===== src/rtl/uart_tx_arbiter.sv =====
// Round-robin arbiter that shares one UART transmitter among NUM_REQ byte producers,
// framing each grant as an optional source-tag byte followed by the data byte.
module uart_tx_arbiter #(
  parameter int NUM_REQ        = 4,
  parameter int CLOCKS_PER_BIT = 217,
  parameter int TAG_EN         = 1
) (
  input  logic                       clk,
  input  logic                       rst_n,
  input  logic [NUM_REQ-1:0]         i_req_valid,
  input  logic [8*NUM_REQ-1:0]       i_req_byte,
  output logic [NUM_REQ-1:0]         o_req_ack,
  output logic                       o_TX_Data_Valid,
  output logic [7:0]                 o_TX_Byte,
  input  logic                       i_TX_Done,
  output logic [$clog2(NUM_REQ)-1:0] o_grant_id,
  output logic                       o_busy,
  output logic                       o_timeout
);

  localparam int ID_W           = $clog2(NUM_REQ);
  localparam int HOLD_CYCLES    = 11 * CLOCKS_PER_BIT;
  localparam int TIMEOUT_CYCLES = 12 * CLOCKS_PER_BIT;
  localparam int CNT_W          = $clog2(TIMEOUT_CYCLES);

  typedef logic [ID_W-1:0]  id_t;
  typedef logic [CNT_W-1:0] cnt_t;

  typedef enum logic [2:0] {
    HOLD      = 3'd0,
    IDLE      = 3'd1,
    SEND_TAG  = 3'd2,
    WAIT_TAG  = 3'd3,
    SEND_DATA = 3'd4,
    WAIT_DATA = 3'd5
  } state_t;

  state_t     state_reg, state_next;
  cnt_t       cnt_reg, cnt_next;
  id_t        ptr_reg, ptr_next;
  id_t        id_reg, id_next;
  logic [7:0] data_reg, data_next;
  logic [7:0] tx_byte_reg, tx_byte_next;
  logic       timeout_reg, timeout_next;

  logic [7:0] req_bytes [NUM_REQ];
  logic       found;
  id_t        sel_id;
  logic [ID_W:0] idx;
  id_t        cand;
  id_t        ptr_after;
  logic       ack_phase;

  generate
    for (genvar gi = 0; gi < NUM_REQ; gi++) begin : g_req
      assign req_bytes[gi] = i_req_byte[8*gi +: 8];
      assign o_req_ack[gi] = ack_phase && (id_reg == id_t'(gi));
    end
  endgenerate

  // Rotating priority scan: offset 0 is the requester at the rr pointer.
  always_comb begin
    found  = 1'b0;
    sel_id = '0;
    idx    = '0;
    cand   = '0;
    for (int i = 0; i < NUM_REQ; i++) begin
      idx = {1'b0, ptr_reg} + (ID_W+1)'(i);
      if (idx >= (ID_W+1)'(NUM_REQ)) begin
        idx = idx - (ID_W+1)'(NUM_REQ);
      end
      cand = idx[ID_W-1:0];
      if (!found && i_req_valid[cand]) begin
        found  = 1'b1;
        sel_id = cand;
      end
    end
  end

  assign ptr_after = (id_reg == id_t'(NUM_REQ-1)) ? '0 : id_reg + id_t'(1);

  always_comb begin
    state_next   = state_reg;
    cnt_next     = cnt_reg;
    ptr_next     = ptr_reg;
    id_next      = id_reg;
    data_next    = data_reg;
    tx_byte_next = tx_byte_reg;
    timeout_next = 1'b0;
    case (state_reg)
      HOLD: begin
        if (cnt_reg == cnt_t'(HOLD_CYCLES-1)) begin
          state_next = IDLE;
          cnt_next   = '0;
        end else begin
          cnt_next = cnt_reg + cnt_t'(1);
        end
      end
      IDLE: begin
        if (found) begin
          id_next   = sel_id;
          data_next = req_bytes[sel_id];
          if (TAG_EN != 0) begin
            state_next   = SEND_TAG;
            tx_byte_next = 8'hF0 | 8'(sel_id);
          end else begin
            state_next   = SEND_DATA;
            tx_byte_next = req_bytes[sel_id];
          end
        end
      end
      SEND_TAG: begin
        state_next = WAIT_TAG;
        cnt_next   = '0;
      end
      SEND_DATA: begin
        state_next = WAIT_DATA;
        cnt_next   = '0;
      end
      WAIT_TAG, WAIT_DATA: begin
        // Done is checked first so it wins over a same-cycle timeout.
        if (i_TX_Done) begin
          if (state_reg == WAIT_TAG) begin
            state_next   = SEND_DATA;
            tx_byte_next = data_reg;
          end else begin
            state_next = IDLE;
            ptr_next   = ptr_after;
          end
        end else if (cnt_reg == cnt_t'(TIMEOUT_CYCLES-1)) begin
          state_next   = IDLE;
          ptr_next     = ptr_after;
          timeout_next = 1'b1;
        end else begin
          cnt_next = cnt_reg + cnt_t'(1);
        end
      end
      default: begin
        state_next = HOLD;
        cnt_next   = '0;
      end
    endcase
  end

  always_ff @(posedge clk) begin
    if (!rst_n) begin
      state_reg   <= HOLD;
      cnt_reg     <= '0;
      ptr_reg     <= '0;
      id_reg      <= '0;
      data_reg    <= 8'h00;
      tx_byte_reg <= 8'h00;
      timeout_reg <= 1'b0;
    end else begin
      state_reg   <= state_next;
      cnt_reg     <= cnt_next;
      ptr_reg     <= ptr_next;
      id_reg      <= id_next;
      data_reg    <= data_next;
      tx_byte_reg <= tx_byte_next;
      timeout_reg <= timeout_next;
    end
  end

  // The ack lands on the first strobe of the frame, whichever byte that is.
  assign ack_phase = (TAG_EN != 0) ? (state_reg == SEND_TAG) : (state_reg == SEND_DATA);

  assign o_TX_Data_Valid = (state_reg == SEND_TAG) || (state_reg == SEND_DATA);
  assign o_TX_Byte       = tx_byte_reg;
  assign o_grant_id      = id_reg;
  assign o_busy          = (state_reg != IDLE);
  assign o_timeout       = timeout_reg;

endmodule


===== config.mk =====
export PLATFORM = sky130hd
export DESIGN_NAME = uart_tx_arbiter
export DESIGN_NICKNAME = d
export VERILOG_FILES = /design/src/rtl/uart_tx_arbiter.sv
export SDC_FILE = /design/constraint.sdc
export NUM_CORES = 1
export LEC_CHECK = 0
export BUFFER_PORTS_ARGS = -buffer_cell sky130_fd_sc_hd__buf_4
export CAP_MARGIN = 20
export CORE_ASPECT_RATIO = 0.6
export CORE_MARGIN = 1
export CORE_UTILIZATION = 55
export CTS_CLUSTER_DIAMETER = 60
export DETAILED_ROUTE_END_ITERATION = 10
export PLACE_DENSITY = 0.83
export SLEW_MARGIN = 40
export SYNTH_ARGS = -nofsm -noshare
export SYNTH_HDL_FRONTEND = slang
export SYNTH_SLANG_ARGS = --single-unit

===== constraint.sdc =====
create_clock -name clk -period 4.3 [get_ports clk]
set_clock_uncertainty 0.15 [all_clocks]
set_input_delay 0.645 -clock clk [delete_from_list [all_inputs] [get_ports clk]]
set_output_delay 0.645 -clock clk [all_outputs]
set_load 0.005 [all_outputs]

== Yosys cells after proc, flatten, opt, wreduce, memory -nomap -nowiden ==
Index checks and enable logic that the tools add are counted.

* Flip-flop bits (word level): 36
* Latch bits: 0
* Word-level logic and storage cells: 112
* ROM bits: 0
* Output and inout bits: 17
* Bits of input ports: 39
* RAM bits: 0
* Memories kept: 0

* Divide/modulo/power cells: 0
* Reduce and logical (&&, ||, !) cells: 22
* Shifts and indexed selects: 0
* Eq/ne operators: 19
* Bitwise gates (word level): 4
* Add/sub/neg operators: 9
* Order comparisons: 9
* Muxes and demuxes: 42
* $mul: 0

{| class="wikitable"
|+ Operators with widths
! kind !! number
|-
| $mux W8 || 5
|-
| $mux W12 || 3
|-
| $pmux W12 S3 || 1
|-
| $eq A12 B12 Y1 const B || 2
|-
| $mux W2 || 12
|-
| $bmux W8 S2 || 1
|-
| $pmux W8 S2 || 1
|-
| $mux W3 || 5
|-
| $pmux W3 S5 || 1
|-
| $ne A2 B2 Y1 const B || 7
|-
| $add A12 B1 Y12 const B || 1
|-
| $ge A3 B3 Y1 const B || 4
|-
| $lt A2 B3 Y1 const B || 4
|-
| $mux W1 || 9
|-
| $reduce_and A3 Y1 || 3
|-
| $bmux W1 S2 || 4
|-
| $sub A2 B1 Y2 const B || 4
|-
| $logic_and A1 B1 Y1 || 7
|-
| $add A2 B2 Y3 const B || 2
|-
| $eq A3 B2 Y1 const B || 2
|-
| $eq A3 B3 Y1 const B || 2
|-
| $eq A2 B2 Y1 const B || 2
|-
| $reduce_and A4 Y1 || 1
|-
| $reduce_bool A2 Y1 || 2
|-
| 16 further kinds || 20
|}

== Longest topological paths before layout ==
* Word-level depth: 18
* Depth in mapped cells: 7
* Mapped depth without buffers: 7

== Worst setup path after synthesis ==
Ideal clock, no wire load.

* Path kind: input -> register
* Start point: input port i_req_valid[0]
* End point: register data_reg[0]
* Required time: 4014 ps
* Data arrival time: 1765 ps
* Library setup time: 136 ps
* Cell stages on the path: 7
* Path slack: 2249 ps
* Buffers on the path: 2
* Cells stage by stage: a21oi_1 -> o21ai_0 -> o2bb2a_1 -> buf_2 -> buf_4 -> mux2i_1 -> o221ai_1

* Longest elaborated chain between the ends: 16
* Elaborated cells between the ends (all ways): 27
* Those cells by class: mux (19); bitwise (1); reduce/logical (7)

{| class="wikitable"
|+ RTL lines
! element !! RTL line !! RTL
|-
| from (decl) || 10 || <nowiki>input logic [NUM_REQ-1:0] i_req_valid,</nowiki>
|-
| $bmux W1 S2 || 73 || <nowiki>if (!found && i_req_valid[cand]) begin</nowiki>
|-
| $mux W1 (implied by the code) || 73 ||
|-
| $mux W1 || 73 ||
|-
| $logic_not A1 Y1 || 73 ||
|-
| $logic_and A1 B1 Y1 || 73 ||
|-
| $mux W1 || 73 ||
|-
| $logic_not A1 Y1 || 73 ||
|-
| $logic_and A1 B1 Y1 || 73 ||
|-
| $mux W1 || 73 ||
|-
| $logic_not A1 Y1 || 73 ||
|-
| $logic_and A1 B1 Y1 || 73 ||
|-
| $mux W2 || 73 ||
|-
| $not A2 Y3 || -- ||
|-
| $bmux W8 S2 || -- ||
|-
| $mux W8 (implied by the code) (2 in series) || 102 || <nowiki>data_next = req_bytes[sel_id];</nowiki>
|-
| to (signal assigned) || 159 || <nowiki>data_reg <= data_next;</nowiki>
|-
| to (decl) || 42 || <nowiki>logic [7:0] data_reg, data_next;</nowiki>
|}

Several ways; a longest one is shown, not always the timed one. The select of a mux whose other input is x is not followed.
A chain may end at the register's enable or synchronous reset.

== Worst setup path after layout ==
* Start point: register state_reg[1]
* End point: register cnt_reg[2]

* Longest elaborated chain between the ends: 4
* Elaborated cells between the ends (all ways): 10
* Those cells by class: eq/ne (5); mux (1); bitwise (1); reduce/logical (3)

{| class="wikitable"
|+ RTL lines
! element !! RTL line !! RTL
|-
| from (decl) || 38 || <nowiki>state_t state_reg, state_next;</nowiki>
|-
| from (signal assigned) || 155 || <nowiki>state_reg <= state_next;</nowiki>
|-
| $eq A3 B2 Y1 / $eq A3 B3 Y1 (equally long branches) || 90 || <nowiki>case (state_reg)</nowiki>
|-
| $reduce_or A2 Y1 || 90 ||
|-
| $ne A2 B2 Y1 (no source line) || -- ||
|-
| $reduce_and A3 Y1 (no source line) || -- ||
|-
| to (signal assigned) || 156 || <nowiki>cnt_reg <= cnt_next;</nowiki>
|-
| to (decl) || 39 || <nowiki>cnt_t cnt_reg, cnt_next;</nowiki>
|}

Several ways; a longest one is shown, not always the timed one.

==> results.cfg <==
[global_routing]
grt_max_degree = 19
antenna_found_initial = 0
track_usage_pct = 29.6
grt_pass1_wl_mm = 8.75
grt.overflow.total = 0
grt_pass1_vias = 1807

[placement]
portBuffers = 55
dpl.hpwl_mm = 4.07
place_inst = 324
gp_congestion = 0.836
place_ws_ns = 1.82
dpl_cell_area_mm2 = 0.00242

[drt]
avgRoutedWirePerCell_um = 16.7
viasPerCell = 5.96
ant_nets = 0
drc = 0
drt_iter0_drc = 228
drtPass1Iterations = 4
wirelength_mm = 5.52
num_vias = 1974

[clock_network]
tritoncts = done
h-tree-depth = 2
clk_pin_slew_ns = 0.07
clk_path_buf_depth = 2
clock-sinks = 36
root_buffer = clkbuf_8
numCtsBuffers = 5
cts_hold_buf = 0
clk_latency_ns = 0.29
cts.repair.resized = 0
post_cts_buffers = 0

[yosys]
synth_cell_types = 49
yosys_warnings = 0
ys_seq_area_share_pct = 35.6
synthArstFlopShare_pct = 0
synth_area_mm2 = 0.00203
synth_seq_cells = 36
netlist_top_cells_area = dfxtp_1, mux2i_1, a21oi_1
synth_top_area_share_pct = 35.6
syn_area_per_cell_um2 = 8.55
synth_top_area_cell = dfxtp_1
ys_dominant_reg_cell = dfxtp_1
synth_edf_count = 0
synth_fp_nets = 282
synth_cells = 237

[die]
die-area_mm2 = 0.00394
core_mm2 = 0.00338
start_util_pct = 59.9
die_w_um = 80.4
die_y_um = 49.0
rows = 16
ioPinCount = 56

[sta]
worstMarginPinSlew_ns = 0.666
tns_ns = 0
finalHoldViolCount = 0
rsz0062_at_grt = no
min_period_ns = 2.45
setup_ws_ns = 1.85
drv_slew = 0
relSlewSlack_pct = 55.4
timing.hold.ws_ns = 0.326
fmax_ghz = 0.408
finalCritPeriodShare_pct = 57.0
setup_violations = 0

[hold_path]
holdCritPathClass = register to register
hold-path-endpoint = data_reg[6]
whs_path_depth = 2
min_from = data_reg[6]

[worst_setup_path]
arrival_ns = 2.47
reg2reg_from = state_reg[1]
cp-end-kind = register
r2r_cells = 5
r2r_slack_ns = 1.85
start_kind = register
rr_endpoint = cnt_reg[2]
worstPathRequired_ns = 4.32
path_max_fanout = 16
crit_type = register to register

[layout]
antenna_cells = 0
final_common_cell = buf_4
syn2layout_area_growth_pct = 24.0
final_area_mm2 = 0.00251
final_core_util_pct = 74.3
drive_gt1_share_pct = 25.2
layout_common_cells = buf_4, dfxtp_1, nand2_1, a21oi_1, mux2i_1
final_cells = 331
fin_nets = 331
largest_reg_flops = 12

[power_and_ir_drop]
peakVddDrop_v = 0.000221
p_leak_nw = 0.998
power_density_mw_per_mm2 = 310
total_power_uw = 778

[run_status]
status = finished clean

[run]
maxCapViolations = 0
-- report_power, final --
part | internal [mW] | total, mW | leakage [nW] | switching (mW)
Combinational | 0.0698 | 0.143 | 0.656 | 0.0731
Clock | 0.143 | 0.264 | 0.0503 | 0.121
Sequential | 0.352 | 0.371 | 0.291 | 0.0190
-- kinds of logic (layout without fill, tap and decap cells) --
group                      Yosys count  count (layout)  synth area share [%]
AOI/OAI and AO/OA                   54              54                  18.3
xor gates and xnor gates             3               3                  1.30
adders and majority gates            7               7                  4.20
buffers and inverters               23              72                  5.81
DFF                                 36              36                  35.6
muxes                               19              19                  9.39
and+or+nand+nor                     95              95                  25.4
-- synthesized netlist by cell type (2+ instances only) --
cell type and n:
a21oi_1 19, and2_1 6, and3_1 2, buf_2 4, buf_4 5, clkbuf_1 3
dfxtp_1 36, ha_1 6, inv_1 9, mux2i_1 19, nand2_1 19, nand2b_1 4
nand3_1 10, nand3b_1 2, nand4_1 4, nor2_1 18, nor3_1 11, o21ai_0 11
o221ai_1 8, o31ai_1 4, or3_1 6, or4_1 3, xor2_1 2
-- worst max-delay path by stage --
stage | startpoint | to | slack (ns) | cells past startpoint
3_5_place_dp | i_req_valid[0] | data_reg[5] | 1.82 | 6
4_1_cts | state_reg[1] | o_req_ack[3] | 1.89 | 3
6_report | state_reg[1] | cnt_reg[2] | 1.85 | 5
5_1_grt | state_reg[1] | cnt_reg[4] | 1.63 | 5
3_3_place_gp | i_req_valid[0] | data_reg[4] | 1.78 | 6
2_1_floorplan | i_req_valid[0] | data_reg[0] | 2.25 | 7
-- critical path: stages (launching register included) --
cell and delay [ns]:
dfxtp_1 0.56, xor2_1 0.30, nand2_1 0.37, o21ai_2 0.64, or3b_2 0.23, a21oi_1 0.07
-- area by class of cell --
class / count / area, um^2
Clock buffer: 7 / 96.3
Timing Repair Buffer: 55 / 413
Inverter: 10 / 37.5
Sequential cell: 36 / 721
Tap cell: 45 / 56.3
Fill cell: 259 / 871
Multi-Input combinational cell: 178 / 1190
-- metal layers --
metal	track usage [%]	wire, um	part of all wire (%)	vias up
li1	-	-	-	957
met1	43.6	2610	47	916
met2	41.8	2350	43	94
met3	7.85	498	9.0	7
met4	8.63	51	0.92	0
met5	0	0	0	-
Note: power is estimated with default switching activity, not from simulation.
